**src/rtl/zxbus_status_port_if.sv**
```systemverilog
// ---------------------------------------------------------------------------
// zxbus_status_port_if
//   ZX-bus I/O signal bundle between the ZX host side and the status port.
//   master : host side (drives address, strobes, write data)
//   slave  : status port (drives read data, buffer controls, IORQ block)
// Signals
//   zxa[7:0]      I/O address low byte (asynchronous to clk)
//   zxiorq_n      IORQ strobe, active low
//   zxrd_n        RD strobe, active low
//   zxwr_n        WR strobe, active low
//   zxid_in[7:0]  data from the ZX bus
//   zxid_out[7:0] data to the ZX bus
//   zxid_oe       1 = drive zxid with zxid_out
//   zxbusin       bus buffer direction, 1 = ZX->FPGA, 0 = FPGA->ZX
//   zxbusena_n    bus buffer enable, active low
//   zxblkiorq_n   low while zxa addresses one of our ports
// ---------------------------------------------------------------------------
interface zxbus_status_port_if;
    logic [7:0] zxa;
    logic       zxiorq_n;
    logic       zxrd_n;
    logic       zxwr_n;
    logic [7:0] zxid_in;
    logic [7:0] zxid_out;
    logic       zxid_oe;
    logic       zxbusin;
    logic       zxbusena_n;
    logic       zxblkiorq_n;

    modport master (
        output zxa, zxiorq_n, zxrd_n, zxwr_n, zxid_in,
        input  zxid_out, zxid_oe, zxbusin, zxbusena_n, zxblkiorq_n
    );

    modport slave (
        input  zxa, zxiorq_n, zxrd_n, zxwr_n, zxid_in,
        output zxid_out, zxid_oe, zxbusin, zxbusena_n, zxblkiorq_n
    );
endinterface

```
**src/rtl/zxbus_status_port.sv**
```systemverilog
// ---------------------------------------------------------------------------
// zxbus_status_port
//   ZX-bus I/O responder exposing the RAM tester status to the ZX host through
//   an index/data register pair. The host writes the index port to select a
//   register, then reads/writes the data port; data port accesses advance the
//   index by one (wrapping 7 -> 0).
//
// Parameters
//   IDX_PORT  zxa value of the index port (write only)
//   DAT_PORT  zxa value of the data window port (read/write)
//   ID_BYTE   constant returned at index 6
//
// Ports
//   clk, rst         clock, asynchronous active-high reset
//   bus              ZX-bus signals (zxbus_status_port_if.slave)
//   tst_done         tester finished at least one pass
//   tst_err          tester saw a mismatch
//   tst_pass_cnt     completed pass count (16 bit)
//   tst_err_addr     first failing address (22 bit)
//   cmd_restart      one-clock pulse requesting a tester restart
//   led_mode         LED display mode select
//
// Register map (data port, at current index)
//   0  R {tst_done, tst_err, 4'b0, led_mode}
//      W bit7=1 -> cmd_restart pulse, bits1:0 -> led_mode
//   1  R pass_cnt[7:0]       2  R pass_cnt[15:8]
//   3  R err_addr[7:0]       4  R err_addr[15:8]   5  R {2'b0, err_addr[21:16]}
//   6  R ID_BYTE             7  R/W scratch
//
// Build option
//   ZXSP_SNAPSHOT_EN : reading index 1 latches pass_cnt[15:8] for index 2 and
//   reading index 3 latches err_addr[21:8] for indices 4/5, so multi-byte
//   values read back coherently. Without it, indices 2/4/5 return live inputs.
// ---------------------------------------------------------------------------
module zxbus_status_port #(
    parameter logic [7:0] IDX_PORT = 8'hB3,
    parameter logic [7:0] DAT_PORT = 8'hB4,
    parameter logic [7:0] ID_BYTE  = 8'h5A
) (
    input  logic                    clk,
    input  logic                    rst,
    zxbus_status_port_if.slave      bus,
    input  logic                    tst_done,
    input  logic                    tst_err,
    input  logic [15:0]             tst_pass_cnt,
    input  logic [21:0]             tst_err_addr,
    output logic                    cmd_restart,
    output logic [1:0]              led_mode
);

    typedef enum logic [1:0] {
        ST_IDLE    = 2'd0,
        ST_RD      = 2'd1,
        ST_WR      = 2'd2,
        ST_WAITEND = 2'd3
    } state_t;

    // -----------------------------------------------------------------------
    // Strobe synchronisers (strobes are asynchronous to clk). Reset to the
    // inactive (high) level so no spurious edge appears after reset.
    // -----------------------------------------------------------------------
    logic [1:0] r_iorq_sync;
    logic [1:0] r_rd_sync;
    logic [1:0] r_wr_sync;

    always_ff @(posedge clk or posedge rst) begin
        if (rst) begin
            r_iorq_sync <= 2'b11;
            r_rd_sync   <= 2'b11;
            r_wr_sync   <= 2'b11;
        end else begin
            r_iorq_sync <= {r_iorq_sync[0], bus.zxiorq_n};
            r_rd_sync   <= {r_rd_sync[0],   bus.zxrd_n};
            r_wr_sync   <= {r_wr_sync[0],   bus.zxwr_n};
        end
    end

    logic w_iorq_s, w_rd_s, w_wr_s;
    assign w_iorq_s = r_iorq_sync[1];
    assign w_rd_s   = r_rd_sync[1];
    assign w_wr_s   = r_wr_sync[1];

    // RD and WR low together is not a legal cycle: treat it as no access.
    logic w_rd_act, w_wr_act;
    assign w_rd_act = ~w_iorq_s & ~w_rd_s &  w_wr_s;
    assign w_wr_act = ~w_iorq_s & ~w_wr_s &  w_rd_s;

    logic r_rd_act_d, r_wr_act_d;

    always_ff @(posedge clk or posedge rst) begin
        if (rst) begin
            r_rd_act_d <= 1'b0;
            r_wr_act_d <= 1'b0;
        end else begin
            r_rd_act_d <= w_rd_act;
            r_wr_act_d <= w_wr_act;
        end
    end

    logic w_rd_rise, w_wr_rise;
    assign w_rd_rise = w_rd_act & ~r_rd_act_d;
    assign w_wr_rise = w_wr_act & ~r_wr_act_d;

    // zxa is sampled only at the rising edge of an access, by which time the
    // host has held it stable for the whole synchroniser delay.
    logic w_hit_idx, w_hit_dat;
    assign w_hit_idx = (bus.zxa == IDX_PORT);
    assign w_hit_dat = (bus.zxa == DAT_PORT);

    // Block the host's own IORQ decoding while either port is addressed.
    assign bus.zxblkiorq_n = ~(w_hit_idx | w_hit_dat);

    // -----------------------------------------------------------------------
    // Registers
    // -----------------------------------------------------------------------
    state_t     r_state;
    logic [2:0] r_index;
    logic [7:0] r_scratch;
    logic [1:0] r_led_mode;
    logic       r_cmd_restart;
    logic [7:0] r_zxid_out;
    logic       r_zxid_oe;
    logic       r_zxbusin;
    logic       r_zxbusena_n;

`ifdef ZXSP_SNAPSHOT_EN
    logic [7:0]  r_snap_pc_hi;
    logic [13:0] r_snap_ea_hi;
`endif

    // -----------------------------------------------------------------------
    // Read data mux
    // -----------------------------------------------------------------------
    logic [7:0] w_rd_data;

    always_comb begin
        w_rd_data = 8'h00;
        case (r_index)
            3'd0: w_rd_data = {tst_done, tst_err, 4'b0000, r_led_mode};
            3'd1: w_rd_data = tst_pass_cnt[7:0];
`ifdef ZXSP_SNAPSHOT_EN
            3'd2: w_rd_data = r_snap_pc_hi;
            3'd3: w_rd_data = tst_err_addr[7:0];
            3'd4: w_rd_data = r_snap_ea_hi[7:0];
            3'd5: w_rd_data = {2'b00, r_snap_ea_hi[13:8]};
`else
            3'd2: w_rd_data = tst_pass_cnt[15:8];
            3'd3: w_rd_data = tst_err_addr[7:0];
            3'd4: w_rd_data = tst_err_addr[15:8];
            3'd5: w_rd_data = {2'b00, tst_err_addr[21:16]};
`endif
            3'd6: w_rd_data = ID_BYTE;
            3'd7: w_rd_data = r_scratch;
            default: w_rd_data = 8'h00;
        endcase
    end

    // -----------------------------------------------------------------------
    // Access FSM with registered bus controls. The async reset releases the
    // bus immediately even in the middle of a host read.
    // -----------------------------------------------------------------------
    always_ff @(posedge clk or posedge rst) begin
        if (rst) begin
            r_state       <= ST_IDLE;
            r_index       <= 3'd0;
            r_scratch     <= 8'h00;
            r_led_mode    <= 2'd0;
            r_cmd_restart <= 1'b0;
            r_zxid_out    <= 8'h00;
            r_zxid_oe     <= 1'b0;
            r_zxbusin     <= 1'b1;
            r_zxbusena_n  <= 1'b1;
`ifdef ZXSP_SNAPSHOT_EN
            r_snap_pc_hi  <= 8'h00;
            r_snap_ea_hi  <= 14'h0000;
`endif
        end else begin
            // Only set in the single cycle a data write is captured, so the
            // pulse is one clock regardless of how long WR stays low.
            r_cmd_restart <= 1'b0;

            case (r_state)
                ST_IDLE: begin
                    if (w_rd_rise) begin
                        if (w_hit_dat) begin
                            r_zxid_out   <= w_rd_data;
                            r_zxid_oe    <= 1'b1;
                            r_zxbusin    <= 1'b0;
                            r_zxbusena_n <= 1'b0;
                            r_state      <= ST_RD;
`ifdef ZXSP_SNAPSHOT_EN
                            if (r_index == 3'd1)
                                r_snap_pc_hi <= tst_pass_cnt[15:8];
                            if (r_index == 3'd3)
                                r_snap_ea_hi <= tst_err_addr[21:8];
`endif
                        end else begin
                            // Includes reads of the write-only index port.
                            r_state <= ST_WAITEND;
                        end
                    end else if (w_wr_rise) begin
                        if (w_hit_idx) begin
                            r_index      <= bus.zxid_in[2:0];
                            r_zxbusin    <= 1'b1;
                            r_zxbusena_n <= 1'b0;
                            r_state      <= ST_WR;
                        end else if (w_hit_dat) begin
                            case (r_index)
                                3'd0: begin
                                    r_cmd_restart <= bus.zxid_in[7];
                                    r_led_mode    <= bus.zxid_in[1:0];
                                end
                                3'd7:    r_scratch <= bus.zxid_in;
                                default: ; // read-only index: write dropped
                            endcase
                            r_index      <= r_index + 3'd1;
                            r_zxbusin    <= 1'b1;
                            r_zxbusena_n <= 1'b0;
                            r_state      <= ST_WR;
                        end else begin
                            r_state <= ST_WAITEND;
                        end
                    end
                end

                ST_RD: begin
                    if (!w_rd_act) begin
                        r_zxid_oe    <= 1'b0;
                        r_zxbusin    <= 1'b1;
                        r_zxbusena_n <= 1'b1;
                        r_index      <= r_index + 3'd1;
                        r_state      <= ST_IDLE;
                    end
                end

                ST_WR: begin
                    if (!w_wr_act) begin
                        r_zxbusena_n <= 1'b1;
                        r_state      <= ST_IDLE;
                    end
                end

                ST_WAITEND: begin
                    if (!w_rd_act && !w_wr_act)
                        r_state <= ST_IDLE;
                end

                default: r_state <= ST_IDLE;
            endcase
        end
    end

    assign bus.zxid_out   = r_zxid_out;
    assign bus.zxid_oe    = r_zxid_oe;
    assign bus.zxbusin    = r_zxbusin;
    assign bus.zxbusena_n = r_zxbusena_n;
    assign cmd_restart    = r_cmd_restart;
    assign led_mode       = r_led_mode;

endmodule
```
**src/flat_wrapper.sv**
```systemverilog
// flat-port wrapper written by rule: the top's interface ports become plain ports
module zxbus_status_port_flat 
#(
    parameter logic [7:0] IDX_PORT = 8'hB3,
    parameter logic [7:0] DAT_PORT = 8'hB4,
    parameter logic [7:0] ID_BYTE  = 8'h5A
)
  (clk, rst, tst_done, tst_err, tst_pass_cnt, tst_err_addr, cmd_restart, led_mode, bus_zxa, bus_zxiorq_n, bus_zxrd_n, bus_zxwr_n, bus_zxid_in, bus_zxid_out, bus_zxid_oe, bus_zxbusin, bus_zxbusena_n, bus_zxblkiorq_n);
  zxbus_status_port_if bus_i ();
  input  logic clk;
  input  logic rst;
  input  logic tst_done;
  input  logic tst_err;
  input  logic [15:0] tst_pass_cnt;
  input  logic [21:0] tst_err_addr;
  output logic cmd_restart;
  output logic [1:0] led_mode;
  input wire logic [$bits(bus_i.zxa)-1:0] bus_zxa;
  input wire logic [$bits(bus_i.zxiorq_n)-1:0] bus_zxiorq_n;
  input wire logic [$bits(bus_i.zxrd_n)-1:0] bus_zxrd_n;
  input wire logic [$bits(bus_i.zxwr_n)-1:0] bus_zxwr_n;
  input wire logic [$bits(bus_i.zxid_in)-1:0] bus_zxid_in;
  output wire logic [$bits(bus_i.zxid_out)-1:0] bus_zxid_out;
  output wire logic [$bits(bus_i.zxid_oe)-1:0] bus_zxid_oe;
  output wire logic [$bits(bus_i.zxbusin)-1:0] bus_zxbusin;
  output wire logic [$bits(bus_i.zxbusena_n)-1:0] bus_zxbusena_n;
  output wire logic [$bits(bus_i.zxblkiorq_n)-1:0] bus_zxblkiorq_n;
  assign bus_i.zxa = bus_zxa;
  assign bus_i.zxiorq_n = bus_zxiorq_n;
  assign bus_i.zxrd_n = bus_zxrd_n;
  assign bus_i.zxwr_n = bus_zxwr_n;
  assign bus_i.zxid_in = bus_zxid_in;
  assign bus_zxid_out = bus_i.zxid_out;
  assign bus_zxid_oe = bus_i.zxid_oe;
  assign bus_zxbusin = bus_i.zxbusin;
  assign bus_zxbusena_n = bus_i.zxbusena_n;
  assign bus_zxblkiorq_n = bus_i.zxblkiorq_n;
  zxbus_status_port #(.IDX_PORT(IDX_PORT), .DAT_PORT(DAT_PORT), .ID_BYTE(ID_BYTE)) u_core (.clk(clk), .rst(rst), .bus(bus_i), .tst_done(tst_done), .tst_err(tst_err), .tst_pass_cnt(tst_pass_cnt), .tst_err_addr(tst_err_addr), .cmd_restart(cmd_restart), .led_mode(led_mode));
endmodule
```
**config.mk**
```make
export PLATFORM = sky130hd
export DESIGN_NAME = zxbus_status_port_flat
export DESIGN_NICKNAME = d
export VERILOG_FILES = /design/src/rtl/zxbus_status_port_if.sv /design/src/rtl/zxbus_status_port.sv /design/src/flat_wrapper.sv
export SDC_FILE = /design/constraint.sdc
export NUM_CORES = 1
export LEC_CHECK = 0
export ABC_AREA = 1
export CORE_MARGIN = 2
export CORE_UTILIZATION = 49
export DETAILED_ROUTE_END_ITERATION = 8
export PLACE_DENSITY = 0.86
export SLEW_MARGIN = 20
export SYNTH_ARGS = -nofsm -noshare
export SYNTH_HDL_FRONTEND = slang
export SYNTH_SLANG_ARGS = --single-unit
export TNS_END_PERCENT = 10
```
**constraint.sdc**
```tcl
create_clock -name clk -period 3.53 [get_ports clk]
set_input_delay 1.059 -clock clk [delete_from_list [all_inputs] [get_ports clk]]
set_output_delay 1.059 -clock clk [all_outputs]
set_load 0.005 [all_outputs]
```
==> results.md <==
- Required time reported for the critical path endpoint: 2.47 ns
- Final Max Tran Viols: 0
- Post-synthesis register bit count: 35
- Antenna violations before repair: 0
- Synth Instances: 309
- Slew at the pin closest to its max-slew limit: 0.668 ns
- Die ar.: 5050 sq um
- Detailed-route via count: 2256
- Drt first-iter violations: 102
- Pin count of the biggest net entering global routing: 25
- Die span in x: 71.1 um
- Setup violators final: 0
- Utilization of the core after routing: 0.721
- Combinational family with the most area after synthesis: simple AND/OR/NAND/NOR gates
- Clock tree from TritonCTS: built
- Number of rows created at floorplan: 24
- Unrepaired setup endpoints after global routing: no
- Proportion of synthesized area in mux cells: 0
- Number of top-level design ports: 76
- Yosys warns: 0
- Layout Nets: 464
- Post-layout power: 0.00156 W
- Depth of the most critical reg-to-reg path: 8
- Highest clock frequency the design can meet: 290 MHz
- Post-route cell area: 3140 sq um
- Routability congestion estimate from global placement: 0.878
- Cell at the root of the clock tree: sky130_fd_sc_hd__clkbuf_8
- Leak: 1.67 nW
- Post-route DRC violation count: 0
- Placement-stage cell area: 3040 sq um
- Floorplan die height: 71.1 um
- Min Clock Period, post-route: 3.45 ns
- Layout Skew: 0.00711 ns
- Layout-stage area growth over the synthesis result: 42.5%
- TritonCTS Sinks: 35
- Hold-fix buffers at CTS: 0
- Leading cell types in the layout, fill and taps excluded: sky130_fd_sc_hd__nand2_1, sky130_fd_sc_hd__clkdlybuf4s50_1, sky130_fd_sc_hd__inv_1
- Worst-path clk slew: 0.07 ns
- Max clock buf depth: 2
- Max VDD drop: 433 uV
- Per-cell routed wire length: 13.3 um
- Clk Latency, worst-skew pair: 0.30 ns
- Setup Buffers After CTS: 0
- Tightest slew margin relative to the limit: 0.553
- Worst min-delay path category: reg -> reg
- Critical path capture point type: output port
- Status: complete, no violations
- Flop-to-flop setup slack: 1.64 ns
- R2r startpoint: u_core.r_state[0]$_DFFE_PP0P_
- Antenna Violating Nets Remaining: 0
- FF+latch area: 886 sq um
- Length of the first detailed-routing pass in iterations: 4
- Via density per instance: 5.06
- Crit Path Max Fanout: 3
- Count of endpoints failing hold in the final timing report: 0
- H-Tree Level Count: 2
- Launch point of the worst hold path: u_core.r_rd_sync[0]$_DFF_PP1_
- Grt ovf: 0
- Power density normalized to cell area: 498 nW/um^2
- Total Neg Setup Slack: 0 ns
- TritonCTS Buffers: 5
- Number of resized instances in the post-cts repair step: 0
- Core area: 4350 sq um
- Drt total wl: 5920 um
- Worst Hold Path EP: u_core.r_rd_sync[1]$_DFF_PP1_
- Filler Cell Count: 331
- Post-synthesis net count: 380
- Yosys cell types: 31
- Mean area per synthesized cell: 7.13 sq um
- Worst Hold Depth: 0
- Number of diodes: 0
- # port buffers: 75
- Simple-gate area share of the yosys netlist: 0.429
- End of the worst register-to-register path: u_core.r_index[2]$_DFFE_PP0P_
- Post-route fraction of the period consumed by the critical path: 0.976
- Overall Global Routing Usage: 0.256
- Via count of the first global-routing pass: 2318
- Critical Path Start Type: input port
- Fraction of the mapped netlist area in compound gates: 0.0499
- Register area share after synthesis: 0.402
- DPL Wire Length: 4720 um
- Starting Density: 0.506
- Adder-Cell Fraction of Synth Area: 0.0568
- Critical path class: in -> out
- Cell area after technology mapping: 2200 sq um
- Fraction of synthesized cell area in xor and xnor cells: 0
- Most common cell after layout, fill and taps aside: sky130_fd_sc_hd__nand2_1
- Count of max-cap constraint violations: 0
- Fraction of layout instances using a drive strength above 1: 0.104
- CP Data Arrival Time: 2.39 ns
- Area used by multi-input combinational logic: 1190 sq um
- Global-route wire length before repair: 10100 um
power by group:
group / total, W / internal [W] / switching (W)
combinational: 0.000750 / 0.000299 / 0.000450
clock: 0.000301 / 0.000141 / 0.000160
sequential: 0.000514 / 0.000466 / 0.0000485
critical path: stages:
cell	delay, ns
sky130_fd_sc_hd__clkdlybuf4s50_1	0.47
sky130_fd_sc_hd__nand2_2	0.07
sky130_fd_sc_hd__nor2_4	0.16
sky130_fd_sc_hd__nand2_2	0.08
sky130_fd_sc_hd__nand2_2	0.08
sky130_fd_sc_hd__inv_1	0.04
sky130_fd_sc_hd__clkdlybuf4s50_1	0.43
kinds of logic (layout without fill, tap and decap cells):
group,after synthesis,count (layout)
AND/OR/NAND/NOR,209,209
AO/OA/AOI/OAI,20,20
buffers and inverters,35,120
flip-flops,35,35
adder cells (fa/ha/maj),10,10
registers in the layout, indices dropped and copies added, names as in the netlist:
register / count
u_core.r_index: 3
u_core.r_wr_act_d: 1
u_core.r_wr_sync: 2
u_core.cmd_restart: 1
u_core.bus.zxbusena_n: 1
u_core.r_rd_sync: 2
u_core.bus.zxid_out: 8
u_core.led_mode: 2
u_core.r_state: 2
u_core.bus.zxid_oe: 1
u_core.bus.zxbusin: 1
u_core.r_rd_act_d: 1
u_core.r_scratch: 8
u_core.r_iorq_sync: 2
worst max-delay path by stage:
stage / startpoint / end / slack [ns] / depth (start not counted)
finish: bus_zxa[7] / bus_zxblkiorq_n / 0.08 / 7
global route: bus_zxa[1] / bus_zxblkiorq_n / 0.006 / 7
CTS: bus_zxa[4] / bus_zxblkiorq_n / 0.06 / 7
detailed placement: bus_zxa[4] / bus_zxblkiorq_n / 0.06 / 7
global placement: bus_zxa[5] / bus_zxblkiorq_n / 0.10 / 7
floorplan: bus_zxa[6] / bus_zxblkiorq_n / 0.90 / 6
stage by stage:
stage / worst slack [ns] / hold WS [ns] / instances
after floorplan: 0.902 / 0.345 / 309
after global placement: 0.102 / 0.345 / 438
after global routing: 0.00587 / 0.361 / 446
after CTS: 0.0618 / 0.358 / 446
after detailed placement: 0.0619 / 0.347 / 438
final: 0.0838 / 0.357 / 446
synth_stat cells (all sizes together):
cell / instances / area, sq um
inv: 32 / 123
buf: 1 / 7.51
a31oi: 1 / 6.26
dfrtp: 27 / 676
nand3b: 1 / 20.0
and2: 1 / 6.26
a21oi: 4 / 20.0
nand4: 10 / 77.6
or2: 1 / 6.26
ha: 10 / 125
o21bai: 1 / 7.51
o211ai: 1 / 7.51
nor2: 22 / 134
nand3: 14 / 75.1
nor3: 1 / 5.00
nor4: 1 / 6.26
nand2: 158 / 616
a22o: 1 / 8.76
clkbuf: 2 / 7.51
dfstp: 8 / 210
o21ai: 12 / 60.1
layout make-up:
class / count / area share
Multi-Input combinational cell: 239 / 0.378
Inverter: 32 / 0.0390
Tap cell: 52 / 0.0207
Clock buffer: 5 / 0.0219
Clock inverter: 3 / 0.00757
Timing Repair Buffer: 80 / 0.251
Sequential cell: 35 / 0.282
metal layers:
| metal | global-route usage | vias to the layer above | wire length, um |
|---|---|---|---|
| met3 | 0.0427 | 7 | 492 |
| met1 | 0.309 | 1039 | 2370 |
| met4 | 0.0964 | 0 | 85 |
| li1 | - | 1138 | - |
| met5 | 0 | - | 0 |
| met2 | 0.459 | 72 | 2970 |
No activity file was read; power rests on OpenSTA's default activity.
